$ cat config.mk
export PLATFORM = sky130hd
export DESIGN_NAME = noc_rr_out_port_flat
export DESIGN_NICKNAME = d
export VERILOG_FILES = /design/src/rtl/noc_rr_out_port_if.sv /design/src/rtl/noc_rr_out_port.sv /design/src/flat_wrapper.sv
export SDC_FILE = /design/constraint.sdc
export NUM_CORES = 1
export LEC_CHECK = 0
export ABC_AREA = 1
export CAP_MARGIN = 10
export CORE_MARGIN = 2
export CORE_UTILIZATION = 26
export CTS_CLUSTER_SIZE = 24
export DETAILED_ROUTE_END_ITERATION = 6
export HOLD_SLACK_MARGIN = 0.12
export PLACE_DENSITY = 0.56
export SLEW_MARGIN = 25
export SYNTH_ARGS = -nofsm -noshare
export SYNTH_HDL_FRONTEND = slang
export SYNTH_SLANG_ARGS = --single-unit
$ cat constraint.sdc
create_clock -name clk -period 4.2 [get_ports clk]
set_clock_uncertainty 0.15 [all_clocks]
set_input_delay 0.84 -clock clk [delete_from_list [all_inputs] [get_ports clk]]
set_output_delay 0.84 -clock clk [all_outputs]
set_load 0.005 [all_outputs]
$ cat src/rtl/noc_rr_out_port_if.sv
`default_nettype none
// ---------------------------------------------------------------------------
// noc_rr_out_port_if : request channels, serial node link and queue status
// Revision 1.0
// ---------------------------------------------------------------------------
interface noc_rr_out_port_if #(
  parameter int N_IN  = 4,
  parameter int DEPTH = 4,
  parameter int PKT_W = 32
);
  logic [N_IN-1:0]            req_valid;
  logic [N_IN*PKT_W-1:0]      req_pkt;
  logic [N_IN-1:0]            req_ready;
  logic                       free_out;
  logic                       put_out;
  logic [7:0]                 payload_out;
  logic [$clog2(DEPTH+1)-1:0] occupancy;
  logic                       full;

  modport master (
    output req_valid, req_pkt, free_out,
    input  req_ready, put_out, payload_out, occupancy, full
  );

  modport slave (
    input  req_valid, req_pkt, free_out,
    output req_ready, put_out, payload_out, occupancy, full
  );
endinterface
`default_nettype wire

$ cat src/rtl/noc_rr_out_port.sv
`default_nettype none
// ---------------------------------------------------------------------------
// noc_rr_out_port : round-robin arbiter, packet FIFO and MSB-first byte serialiser
// Revision 1.0
// ---------------------------------------------------------------------------
module noc_rr_out_port #(
  parameter int N_IN  = 4,
  parameter int DEPTH = 4,
  parameter int PKT_W = 32
) (
  input  wire logic          clk,
  input  wire logic          rst_b,
  noc_rr_out_port_if.slave   port_if
);
  localparam int NBYTES = PKT_W / 8;
  localparam int PW     = $clog2(N_IN);
  localparam int AW     = $clog2(DEPTH);
  localparam int OW     = $clog2(DEPTH + 1);
  localparam int CW     = $clog2(NBYTES);
  localparam logic [CW-1:0] LAST_BYTE = CW'(NBYTES - 1);
  localparam logic [OW-1:0] OCC_FULL  = OW'(DEPTH);

  typedef enum logic [0:0] {IDLE = 1'b0, SEND = 1'b1} state_t;

  state_t             state_q, state_d;
  logic [CW-1:0]      cnt_q, cnt_d;
  logic [PKT_W-1:0]   shift_q, shift_d;
  logic [PW-1:0]      ptr_q, ptr_d;
  logic [AW-1:0]      wr_ptr_q, wr_ptr_d;
  logic [AW-1:0]      rd_ptr_q, rd_ptr_d;
  logic [OW-1:0]      occ_q, occ_d;
  logic [PKT_W-1:0]   mem_q [DEPTH];

  logic               full, empty;
  logic               grant_found;
  logic [PW-1:0]      grant_idx;
  logic [PW-1:0]      cand;
  logic [N_IN-1:0]    grant_vec;
  logic [PKT_W-1:0]   sel_pkt;
  logic               push, pop;

  assign full  = (occ_q == OCC_FULL);
  assign empty = (occ_q == '0);

  // Search starts one past the last winner so every waiting channel is served in turn.
  always_comb begin
    grant_found = 1'b0;
    grant_idx   = '0;
    cand        = '0;
    grant_vec   = '0;
    for (int k = 1; k <= N_IN; k++) begin
      cand = PW'((int'(ptr_q) + k) % N_IN);
      if (!grant_found && port_if.req_valid[cand]) begin
        grant_found = 1'b1;
        grant_idx   = cand;
      end
    end
    if (full || rst_b) begin
      grant_found = 1'b0;
    end
    if (grant_found) begin
      grant_vec[grant_idx] = 1'b1;
    end
  end

  always_comb begin
    sel_pkt = '0;
    for (int i = 0; i < N_IN; i++) begin
      if (PW'(i) == grant_idx) begin
        sel_pkt = port_if.req_pkt[i*PKT_W +: PKT_W];
      end
    end
  end

  assign push  = grant_found;
  assign ptr_d = push ? grant_idx : ptr_q;

  always_comb begin
    state_d = state_q;
    cnt_d   = cnt_q;
    shift_d = shift_q;
    pop     = 1'b0;
    case (state_q)
      IDLE: begin
        if (!empty && port_if.free_out) begin
          pop     = 1'b1;
          shift_d = mem_q[rd_ptr_q];
          cnt_d   = '0;
          state_d = SEND;
        end
      end
      SEND: begin
        shift_d = {shift_q[PKT_W-9:0], 8'h00};
        cnt_d   = cnt_q + CW'(1);
        if (cnt_q == LAST_BYTE) begin
          state_d = IDLE;
        end
      end
      default: state_d = IDLE;
    endcase
  end

  always_comb begin
    wr_ptr_d = push ? wr_ptr_q + AW'(1) : wr_ptr_q;
    rd_ptr_d = pop  ? rd_ptr_q + AW'(1) : rd_ptr_q;
    occ_d    = occ_q;
    case ({push, pop})
      2'b10:   occ_d = occ_q + OW'(1);
      2'b01:   occ_d = occ_q - OW'(1);
      default: occ_d = occ_q;
    endcase
  end

  always_ff @(posedge clk or posedge rst_b) begin
    if (rst_b) begin
      state_q  <= IDLE;
      cnt_q    <= '0;
      shift_q  <= '0;
      ptr_q    <= PW'(N_IN - 1);
      wr_ptr_q <= '0;
      rd_ptr_q <= '0;
      occ_q    <= '0;
    end else begin
      state_q  <= state_d;
      cnt_q    <= cnt_d;
      shift_q  <= shift_d;
      ptr_q    <= ptr_d;
      wr_ptr_q <= wr_ptr_d;
      rd_ptr_q <= rd_ptr_d;
      occ_q    <= occ_d;
    end
  end

  // Storage needs no reset: occupancy and pointers define which entries are live.
  always_ff @(posedge clk) begin
    if (push) begin
      mem_q[wr_ptr_q] <= sel_pkt;
    end
  end

  assign port_if.req_ready   = grant_vec;
  assign port_if.put_out     = (state_q == SEND);
  assign port_if.payload_out = (state_q == SEND) ? shift_q[PKT_W-1 -: 8] : 8'h00;
  assign port_if.occupancy   = occ_q;
  assign port_if.full        = full;
endmodule
`default_nettype wire

$ cat src/flat_wrapper.sv
// flat-port wrapper written by rule: the top's interface ports become plain ports
module noc_rr_out_port_flat 
#(
  parameter int N_IN  = 4,
  parameter int DEPTH = 4,
  parameter int PKT_W = 32
)
  (clk, rst_b, port_if_req_valid, port_if_req_pkt, port_if_free_out, port_if_req_ready, port_if_put_out, port_if_payload_out, port_if_occupancy, port_if_full);
  noc_rr_out_port_if #(.N_IN(N_IN), .DEPTH(DEPTH), .PKT_W(PKT_W)) port_if_i ();
  input  wire logic clk;
  input  wire logic rst_b;
  input wire logic [$bits(port_if_i.req_valid)-1:0] port_if_req_valid;
  input wire logic [$bits(port_if_i.req_pkt)-1:0] port_if_req_pkt;
  input wire logic [$bits(port_if_i.free_out)-1:0] port_if_free_out;
  output wire logic [$bits(port_if_i.req_ready)-1:0] port_if_req_ready;
  output wire logic [$bits(port_if_i.put_out)-1:0] port_if_put_out;
  output wire logic [$bits(port_if_i.payload_out)-1:0] port_if_payload_out;
  output wire logic [$bits(port_if_i.occupancy)-1:0] port_if_occupancy;
  output wire logic [$bits(port_if_i.full)-1:0] port_if_full;
  assign port_if_i.req_valid = port_if_req_valid;
  assign port_if_i.req_pkt = port_if_req_pkt;
  assign port_if_i.free_out = port_if_free_out;
  assign port_if_req_ready = port_if_i.req_ready;
  assign port_if_put_out = port_if_i.put_out;
  assign port_if_payload_out = port_if_i.payload_out;
  assign port_if_occupancy = port_if_i.occupancy;
  assign port_if_full = port_if_i.full;
  noc_rr_out_port #(.N_IN(N_IN), .DEPTH(DEPTH), .PKT_W(PKT_W)) u_core (.clk(clk), .rst_b(rst_b), .port_if(port_if_i));
endmodule
==> impl_metrics.ini <==
[status]
outcome = finished clean

[finish]
post-route-util_pct = 34.4
nNetsFinal = 1072
fill_cells = 3067
regArea_sq_mm = 0.00495
drive_gt1_share_pct = 8.91
insertedDiodeCount = 0
area_delta_synth_final_pct = 30.4
final_area_sq_mm = 0.0105
multiInputGateArea_sq_mm = 0.00267

[clocking]
cts_resized = 0
cts-root-buf = clkbuf_16
cts_tree = done
clkSinkCount = 172
clkTransAtPathRegs_ns = 0.06
ctsHoldBuffers = 0
worstSkewPairLatency_ns = 0.42
cts_buffers = 17
clockBufferDepth = 2
cts_setup_buffers = 0
cts-htree-levels = 4

[drt]
initialDrtViolationCount = 377
dr_total_vias = 6191
ant_nets = 0
routed-wl-met2_microns = 9840
top_layer = met4
routedWlPerCell_microns = 15.3
drc = 0
met1_length_microns = 9320
via_per_inst = 4.62
first_pass_iters = 5
wl_met3_microns = 1030
drt-total-wl_microns = 20500

[critical_path]
endpoint_kind = output port
worst_ep_required_time_ns = 3.21
critPathLaunch = port_if_req_valid[1]
rr_endpoint = u_core.mem_q[1][1]
reg2reg_slack_ns = 0.85
worst-path-max-fanout = 19
timing_worst_setup_path_type = primary input to output port
worstSetupStartpointType = primary input
reg2reg_depth = 13
endpoint = port_if_req_ready[0]
cp_data_arrival_time_ns = 3.00
r2r-start = u_core.ptr_q[0]

[synth]
netlist-cell-type-count = 35
syn_inst = 792
synthFlopType = edfxtp_1
synth_area_sq_mm = 0.00806
syn_nets = 934
ys_seq_area_share_pct = 61.4
yosys_warnings = 0
synth-seq-cells = 172
synth-edff-count = 128
async_flop_share_pct = 25.6
synth.avg_cell_area_sq_um = 10.2

[placed_design]
io_buffers = 151
placed_area_sq_mm = 0.00995
dp_hpwl_microns = 13900
gp_congestion = 0.781
dp_slack_ns = 0.244

[floorplan]
start_util_pct = 26.4
io_pins = 152
fp-row-count = 64
die_h_microns = 180
die_w_microns = 180
design.die.area_sq_mm = 0.0324
core_sq_mm = 0.0305

[timing]
setup_violations = 0
finalHoldViolations = 0
fin_tns_setup_ns = 0
finalMaxSlewViolations = 0
layout_min_cycle_time_ns = 3.99
slew_headroom_pct = 48.9
grt_setup_unrepaired = no
tightestPinTransition_ns = 0.761
setup_ws_ns = 0.213
period_share_pct = 94.9
fmax_mhz = 251

[pwr]
p_total_w = 0.00928
power_leakage_nw = 3.86
pwr_density_cell_mw_per_mm2 = 884
vdd_drop_max_mv = 0.376

[global_route]
grt_overflow = 0
grt_max_degree = 67
antenna_found_initial = 0
grt_pass1_vias = 6288
grt_pass1_wl_microns = 33400
grt.total_usage_pct = 13.0

[hold_path]
min-delay-start = u_core.cnt_q[0]
hold_path_class = flip-flop to flip-flop

[flow_run]
maxCapViolations = 0
-- power by group --
part | switching, W | internal [W] | total (W)
sequential | 0.000248 | 0.00317 | 0.00342
combinational | 0.00304 | 0.00137 | 0.00441
clock | 0.000636 | 0.000814 | 0.00145
total | 0.00393 | 0.00535 | 0.00928
-- cells in the final DEF (no fill, tap or decap), types with 2 or more instances in the layout --
cell | netlist | layout
clkdlybuf4s50_1 | 0 | 151
nand2_1 | 149 | 149
edfxtp_1 | 128 | 128
nand3_1 | 109 | 109
o21ai_0 | 75 | 75
nor2_1 | 76 | 71
dfrtp_1 | 42 | 42
nand4_1 | 34 | 34
inv_1 | 33 | 32
o22ai_1 | 32 | 32
buf_4 | 2 | 19
clkbuf_16 | 0 | 17
nand3_2 | 13 | 13
nor2_2 | 2 | 6
o211ai_1 | 6 | 6
ha_1 | 6 | 6
inv_2 | 5 | 5
clkinv_1 | 1 | 4
xor2_1 | 4 | 4
a22o_1 | 3 | 3
nand2_2 | 3 | 3
nor2_4 | 2 | 3
a21oi_1 | 3 | 3
inv_6 | 0 | 3
clkinvlp_4 | 0 | 3
o21ai_1 | 2 | 2
nor3_1 | 2 | 2
clkinv_2 | 0 | 2
clkinv_4 | 0 | 2
buf_12 | 0 | 2
dfstp_2 | 2 | 2
-- synth_stat cells (2+ instances only) --
cell,number,area share [%]
o211ai_1,6,0.56
buf_2,11,0.68
nor2_2,2,0.16
inv_1,33,1.5
a21oi_1,3,0.19
o21ai_0,75,4.7
inv_2,5,0.23
nand2_2,3,0.23
o22ai_1,32,2.5
buf_1,4,0.19
nand3_1,109,6.8
nand4_1,34,2.6
nand2_1,149,6.9
nor2_1,76,3.5
ha_1,6,0.93
xor2_1,4,0.43
o21ai_1,2,0.12
dfstp_2,2,0.65
nand3_2,13,1.6
edfxtp_1,128,48
buf_4,2,0.19
dfrtp_1,42,13
nor2_4,2,0.28
a22o_1,3,0.33
buf_6,12,1.7
nor3_1,2,0.12
clkbuf_1,24,1.1
-- critical path, cell delays in order --
cell and delay [ns]:
clkdlybuf4s50_1 0.45, nand2_1 0.08, nand2_1 0.07, nand2_2 0.09, nand2_2 0.08, nor2_4 0.16
nand4_1 0.15, nand2_4 0.24, inv_2 0.13, nor3_1 0.16, clkdlybuf4s50_1 0.53
-- stage by stage --
step | std cells | hold WS (ns)
after floorplan | 792 | 0.300
after global placement | 1307 | 0.318
after detailed placement | 1307 | 0.320
after CTS | 1339 | 0.330
after global routing | 1339 | 0.354
final | 1339 | 0.327
-- final cells by class --
class	count	share of cell area [%]
clock buffers	18	4.09
clock inverters	14	1.13
inverters	39	1.39
multi-input cells	528	25.4
flip-flops and latches	172	47.1
well taps	396	4.72
repair buffers	172	16.1
-- sequential cells by signal, indices dropped and copies added (netlist names) --
| signal | flops |
|---|---|
| u_core.shift_q | 32 |
| u_core.port_if.occupancy | 3 |
| u_core.port_if.put_out | 1 |
| u_core.rd_ptr_q | 2 |
| u_core.mem_q | 128 |
| u_core.cnt_q | 2 |
| u_core.ptr_q | 2 |
| u_core.wr_ptr_q | 2 |
-- cells by family (layout without fill, tap and decap cells) --
kind of cell               Yosys count  count (layout)  share of synthesized area, %
AOI/OAI and AO/OA                  123             123                          8.53
xor gates and xnor gates             5               5                         0.544
adders and majority gates            7               7                          1.18
buffers and inverters               92             243                          5.67
DFF                                172             172                          61.4
and+or+nand+nor                    393             393                          22.7
-- layer usage --
metal  vias up  track usage, %
met5         -               0
li1       3074               -
met3        18            3.01
met4         0            4.06
met1      2931            16.8
met2       168            21.5
-- worst min-delay path by stage --
stage | end | slack [ns] | cells past startpoint
detailed placement | u_core.shift_q[28] | 0.32 | 2
CTS | u_core.cnt_q[0] | 0.33 | 1
finish | u_core.cnt_q[0] | 0.33 | 1
global placement | u_core.cnt_q[0] | 0.32 | 1
floorplan | u_core.cnt_q[0] | 0.30 | 1
global route | u_core.shift_q[28] | 0.35 | 2
No activity file was read; power rests on OpenSTA's default activity.
